### config.mk
export PLATFORM = sky130hd
export DESIGN_NAME = serial_link_credit_rx
export DESIGN_NICKNAME = d
export VERILOG_FILES = /design/src/rtl/serial_link_credit_rx.sv
export SDC_FILE = /design/constraint.sdc
export NUM_CORES = 1
export LEC_CHECK = 0
export BUFFER_PORTS_ARGS = -buffer_cell sky130_fd_sc_hd__buf_4
export CELL_PAD_IN_SITES_DETAIL_PLACEMENT = 0
export CELL_PAD_IN_SITES_GLOBAL_PLACEMENT = 1
export CORE_MARGIN = 2
export CORE_UTILIZATION = 52
export CTS_BUF_LIST = sky130_fd_sc_hd__clkbuf_8
export DETAILED_ROUTE_END_ITERATION = 12
export HOLD_SLACK_MARGIN = 0.1
export MAX_ROUTING_LAYER = met4
export PLACE_DENSITY = 0.84
export SLEW_MARGIN = 20
export SYNTH_ARGS = -nofsm -noshare
export SYNTH_HDL_FRONTEND = slang
export SYNTH_SLANG_ARGS = --single-unit
### constraint.sdc
create_clock -name clk_i -period 5.6 [get_ports clk_i]
set_input_delay 0.84 -clock clk_i [delete_from_list [all_inputs] [get_ports clk_i]]
set_output_delay 0.84 -clock clk_i [all_outputs]
set_load 0.005 [all_outputs]
### src/rtl/serial_link_credit_rx.sv
// Receive-side credit flow control: buffers link flits in a NumCredits-deep FIFO
// and accumulates freed slots as credits to hand back to the peer transmitter.
module serial_link_credit_rx #(
   parameter int DataWidth       = 32,
   parameter int NumCredits      = 8,
   parameter int ForceSendThresh = NumCredits - 1
) (
   input  logic                            clk_i,
   input  logic                            rst_i,
   input  logic [DataWidth-1:0]            flit_i,
   input  logic                            flit_valid_i,
   output logic [DataWidth-1:0]            data_o,
   output logic                            data_valid_o,
   input  logic                            data_ready_i,
   output logic [$clog2(NumCredits):0]     credits_o,
   output logic                            credits_force_o,
   input  logic                            credits_taken_i,
   output logic                            overflow_o,
   output logic [$clog2(NumCredits):0]     fill_o
);

   localparam int CntW = $clog2(NumCredits) + 1;
   localparam int PtrW = (NumCredits > 1) ? $clog2(NumCredits) : 1;
   localparam logic [PtrW-1:0] PtrLast   = PtrW'(NumCredits - 1);
   localparam logic [CntW-1:0] CntMax    = CntW'(NumCredits);
   localparam logic [CntW-1:0] ThreshVal = CntW'(ForceSendThresh);

   // Depth need not be a power of two, so wrap by compare-and-clear.
   function automatic logic [PtrW-1:0] ptr_inc(input logic [PtrW-1:0] p);
      return (p == PtrLast) ? '0 : p + PtrW'(1);
   endfunction

   // The peer can never legitimately be owed more than the buffer depth.
   function automatic logic [CntW-1:0] cnt_sat_inc(input logic [CntW-1:0] c,
                                                   input logic          inc);
      return (inc && (c != CntMax)) ? c + CntW'(1) : c;
   endfunction

   logic [DataWidth-1:0] mem [NumCredits];
   logic [PtrW-1:0]      rd_ptr, wr_ptr, rd_next, wr_next;
   logic [CntW-1:0]      fill, fill_next;
   logic [CntW-1:0]      cnt, cnt_next;
   logic                 ovf;
   logic [DataWidth-1:0] head, head_next;
   logic                 full, pop, push, drop;

   assign full = (fill == CntMax);
   assign pop  = (fill != '0) && data_ready_i;
   // A pop at full frees the slot the incoming flit needs in the same cycle.
   assign push = flit_valid_i && (!full || pop);
   assign drop = flit_valid_i && full && !pop;

   assign rd_next = pop  ? ptr_inc(rd_ptr) : rd_ptr;
   assign wr_next = push ? ptr_inc(wr_ptr) : wr_ptr;

   always_comb begin
      fill_next = fill;
      case ({push, pop})
         2'b10:   fill_next = fill + CntW'(1);
         2'b01:   fill_next = fill - CntW'(1);
         default: fill_next = fill;
      endcase
   end

   always_comb begin
      cnt_next = cnt_sat_inc(cnt, pop);
      if (credits_taken_i) begin
         cnt_next = pop ? CntW'(1) : '0;
      end
   end

   // Registered head: bypass the incoming flit when it lands in the slot that
   // becomes the head, otherwise read the already-written entry.
   always_comb begin
      head_next = head;
      if (fill_next != '0) begin
         if (push && (rd_next == wr_ptr)) begin
            head_next = flit_i;
         end else begin
            head_next = mem[rd_next];
         end
      end
   end

   always_ff @(posedge clk_i) begin
      if (push) begin
         mem[wr_ptr] <= flit_i;
      end
   end

   always_ff @(posedge clk_i) begin
      if (rst_i) begin
         rd_ptr <= '0;
         wr_ptr <= '0;
         fill   <= '0;
         cnt    <= '0;
         ovf    <= 1'b0;
         head   <= '0;
      end else begin
         rd_ptr <= rd_next;
         wr_ptr <= wr_next;
         fill   <= fill_next;
         cnt    <= cnt_next;
         ovf    <= ovf | drop;
         head   <= head_next;
      end
   end

   assign data_o          = head;
   assign data_valid_o    = (fill != '0);
   assign credits_o       = cnt;
   assign credits_force_o = (cnt >= ThreshVal);
   assign overflow_o      = ovf;
   assign fill_o          = fill;

endmodule

==> impl_metrics.tcl <==
set metrics [dict create \
    rsz0062_at_grt "false" \
    cts_tree "built" \
    path_max_fanout 16 \
    p_clk_share_pct 23.6 \
    power_leakage_nw 5.66 \
    fp.dieW_um 174 \
    die_area_um2 30400 \
    register_area_um2 8630 \
    num_antenna_cells 0 \
    grt_pass1_wl_um 64500 \
    cp_data_arrival_time_ns 4.18 \
    ys_seq_elements 303 \
    antenna_found_initial 0 \
    portBuffers 79 \
    synth_top_area_share_pct 51.0 \
    nNetsFinal 1375 \
    fmax_mhz 268 \
    syn_area_um2 15100 \
    tightest_slew_ns 1.01 \
    core_um2 28600 \
    r2r_start "fill_o[2]$_SDFF_PP0_" \
    synth_seq_area_share_pct 57.2 \
    worstSetupPathType "flip-flop to flip-flop" \
    start_util_pct 52.7 \
    clk_path_buf_depth 3 \
    synth_cell_types 55 \
    hp-class "primary input to flip-flop" \
    htreeDepth 2 \
    ant_nets 0 \
    crit_required_ns 6.04 \
    drc_errors 0 \
    synth_nets 1353 \
    numCtsBuffers 49 \
    drt-initial-drc-count 1115 \
    multi_input_area_um2 5710 \
    yosys_warnings 0 \
    cp-startpoint "fill_o[2]$_SDFF_PP0_" \
    wl_um 42000 \
    clk_latency_ns 0.57 \
    grt_pass1_vias 11257 \
    synth_top_area_cell "edfxtp_1" \
    setup_violations 0 \
    gr-total-overflow 0 \
    clk_pin_slew_ns 0.06 \
    worst_path_largest_cell_delay_ns 0.59 \
    ys_top_cells_by_area "edfxtp_1, dfxtp_1, mux2i_1" \
    synth_ff_type "edfxtp_1" \
    layout_setup_ws_ns 1.86 \
    cts.sinks 303 \
    drv_cap 0 \
    drt-pass1-iter-count 5 \
    maxSlewHeadroom_pct 32.4 \
    cpMaxStageDelayCell "a31oi_4" \
    worstHoldStart "credits_taken_i" \
    drive_gt1_share_pct 16.5 \
    dp_hpwl_um 22000 \
    crit_chain "o41ai_4 > nor2_1 > xor2_1 > ha_1 > nor4bb_1 > a21oi_1 > a31oi_4 > a21boi_4 > buf_4 > a2111oi_0" \
    via_per_inst 6.53 \
    grt_start_max_net_pins 130 \
    layout_commonest_cell "edfxtp_1" \
    p_int_mw 4.65 \
    seqPwrFrac_pct 35.9 \
    hold_buffers 0 \
    end_kind "flip-flop" \
    startpoint_type "flip-flop" \
    cts_resized 0 \
    p_switching_mw 3.12 \
    fin_crit_ns 3.74 \
    p_sw_share_pct 40.1 \
    grt_util_all_layers_pct 28.0 \
    hold_viol_final 0 \
    finalMaxSlewViolations 0 \
    area_delta_synth_final_pct 12.0 \
    syn_area_per_cell_um2 11.5 \
    layout_common_cells "edfxtp_1, o21ai_0, a21oi_1" \
    p_per_area_nw_per_um2 460 \
    status "completed" \
    die_height_um 174 \
    post-cts-setup-buffers 0 \
    ir_worst_vdd_v 0.000700 \
    dp_slack_ns 1.65 \
    finClkSkew_ns 0.0211 \
    finalCritPeriodShare_pct 66.7 \
    gp_congestion 0.775 \
    ys_async_sr_fraction_pct 0 \
    cts-root-buf "clkbuf_8" \
    vias 11464 \
    io_pins 80 \
    postSynthCellCount 1309 \
    rows 62 \
    p_comb_share_pct 40.5 \
    finalSetupTns_ns 0 \
    nFillCells 2379 \
    detail_route.wl_per_cell_um 23.9 \
    synth_edf_count 256 \
]
## cell type report
cell class / instances / area share (%)
inverter: 72 / 1.60
multi-input combinational: 797 / 33.8
clock buffer: 60 / 4.89
tap: 384 / 2.85
timing repair buffer: 108 / 4.97
clock inverter: 32 / 0.748
sequential: 303 / 51.1
## synthesized netlist by cell type, types with 7 or more instances
library cell,number
o22a_1,31
o2111a_1,60
clkbuf_1,105
nor3_1,45
mux2i_1,71
o21ai_0,126
ha_1,7
buf_2,19
a2111oi_2,29
a211oi_1,33
nand2_1,9
inv_1,70
buf_1,7
edfxtp_1,256
o31ai_1,62
nor2_1,25
dfxtp_1,47
nand3_1,123
a21oi_1,125
## cell families after synthesis
logic type / count (synthesis) / synth area share, %
xor gates and xnor gates: 10 / 0.631
muxes: 73 / 4.94
DFF: 303 / 57.2
adders and majority gates: 7 / 0.581
AOI/OAI and AO/OA: 490 / 23.9
and+or+nand+nor: 217 / 7.16
buffers and inverters: 209 / 5.61
## worst paths after layout
| check | to | depth (start not counted) | slack (ns) |
|---|---|---|---|
| hold reg to reg | overflow_o$_SDFF_PP0_ | 2 | 0.50 |
| hold / removal | credits_o[2]$_SDFFE_PP0P_ | 2 | 0.48 |
| setup / recovery | data_o[2]$_SDFFE_PP0P_ | 10 | 1.86 |
| setup reg to reg | data_o[2]$_SDFFE_PP0P_ | 10 | 1.86 |
## worst max-delay path: cells and delay by family (launching register included)
| family | cells | cell delay (ns) |
|---|---|---|
| AO/OA/AOI/OAI | 5 | 1.88 |
| adder cells (fa/ha/maj) | 1 | 0.34 |
| AND/OR/NAND/NOR | 2 | 0.44 |
| buffers and inverters | 1 | 0.28 |
| flip-flops | 1 | 0.49 |
| XOR/XNOR | 1 | 0.17 |
## registers in the layout (all words and copies together), names as in the netlist
name        count
data_o         32
rd_ptr          3
fill_o          4
mem           256
wr_ptr          3
overflow_o      1
credits_o       4
## through the flow
step / cells / area, um2 / util (%) / hold WS (ns) / power [mW]
final: 1756 / 16900 / 59.0 / 0.485 / 7.77
after CTS: 1756 / 16900 / 59.0 / 0.466 / 7.75
after floorplan: 1309 / 15100 / - / 0.465 / 4.98
after global routing: 1756 / 16900 / 59.0 / 0.479 / 8.13
after detailed placement: 1664 / 15900 / 55.6 / 0.473 / 5.94
after global placement: 1664 / 15900 / 55.6 / 0.467 / 5.88
## power groups by stage
stage	combinational (mW)	sequential, mW	clock [mW]
6_report	3.15	2.79	1.83
5_1_grt	3.39	2.80	1.94
3_5_place_dp	3.11	2.83	0
2_1_floorplan	2.26	2.72	0
4_1_cts	3.12	2.79	1.84
3_3_place_gp	3.04	2.83	0
## metal layers
layer | track usage [%] | part of all wire [%] | up-vias
li1 | - | - | 5172
met1 | 36.1 | 42 | 5701
met3 | 4.40 | 7.1 | 88
met2 | 45.9 | 49 | 503
met4 | 8.16 | 2.3 | 0
met5 | - | 0 | -
Power figures use the tool's default switching activity.
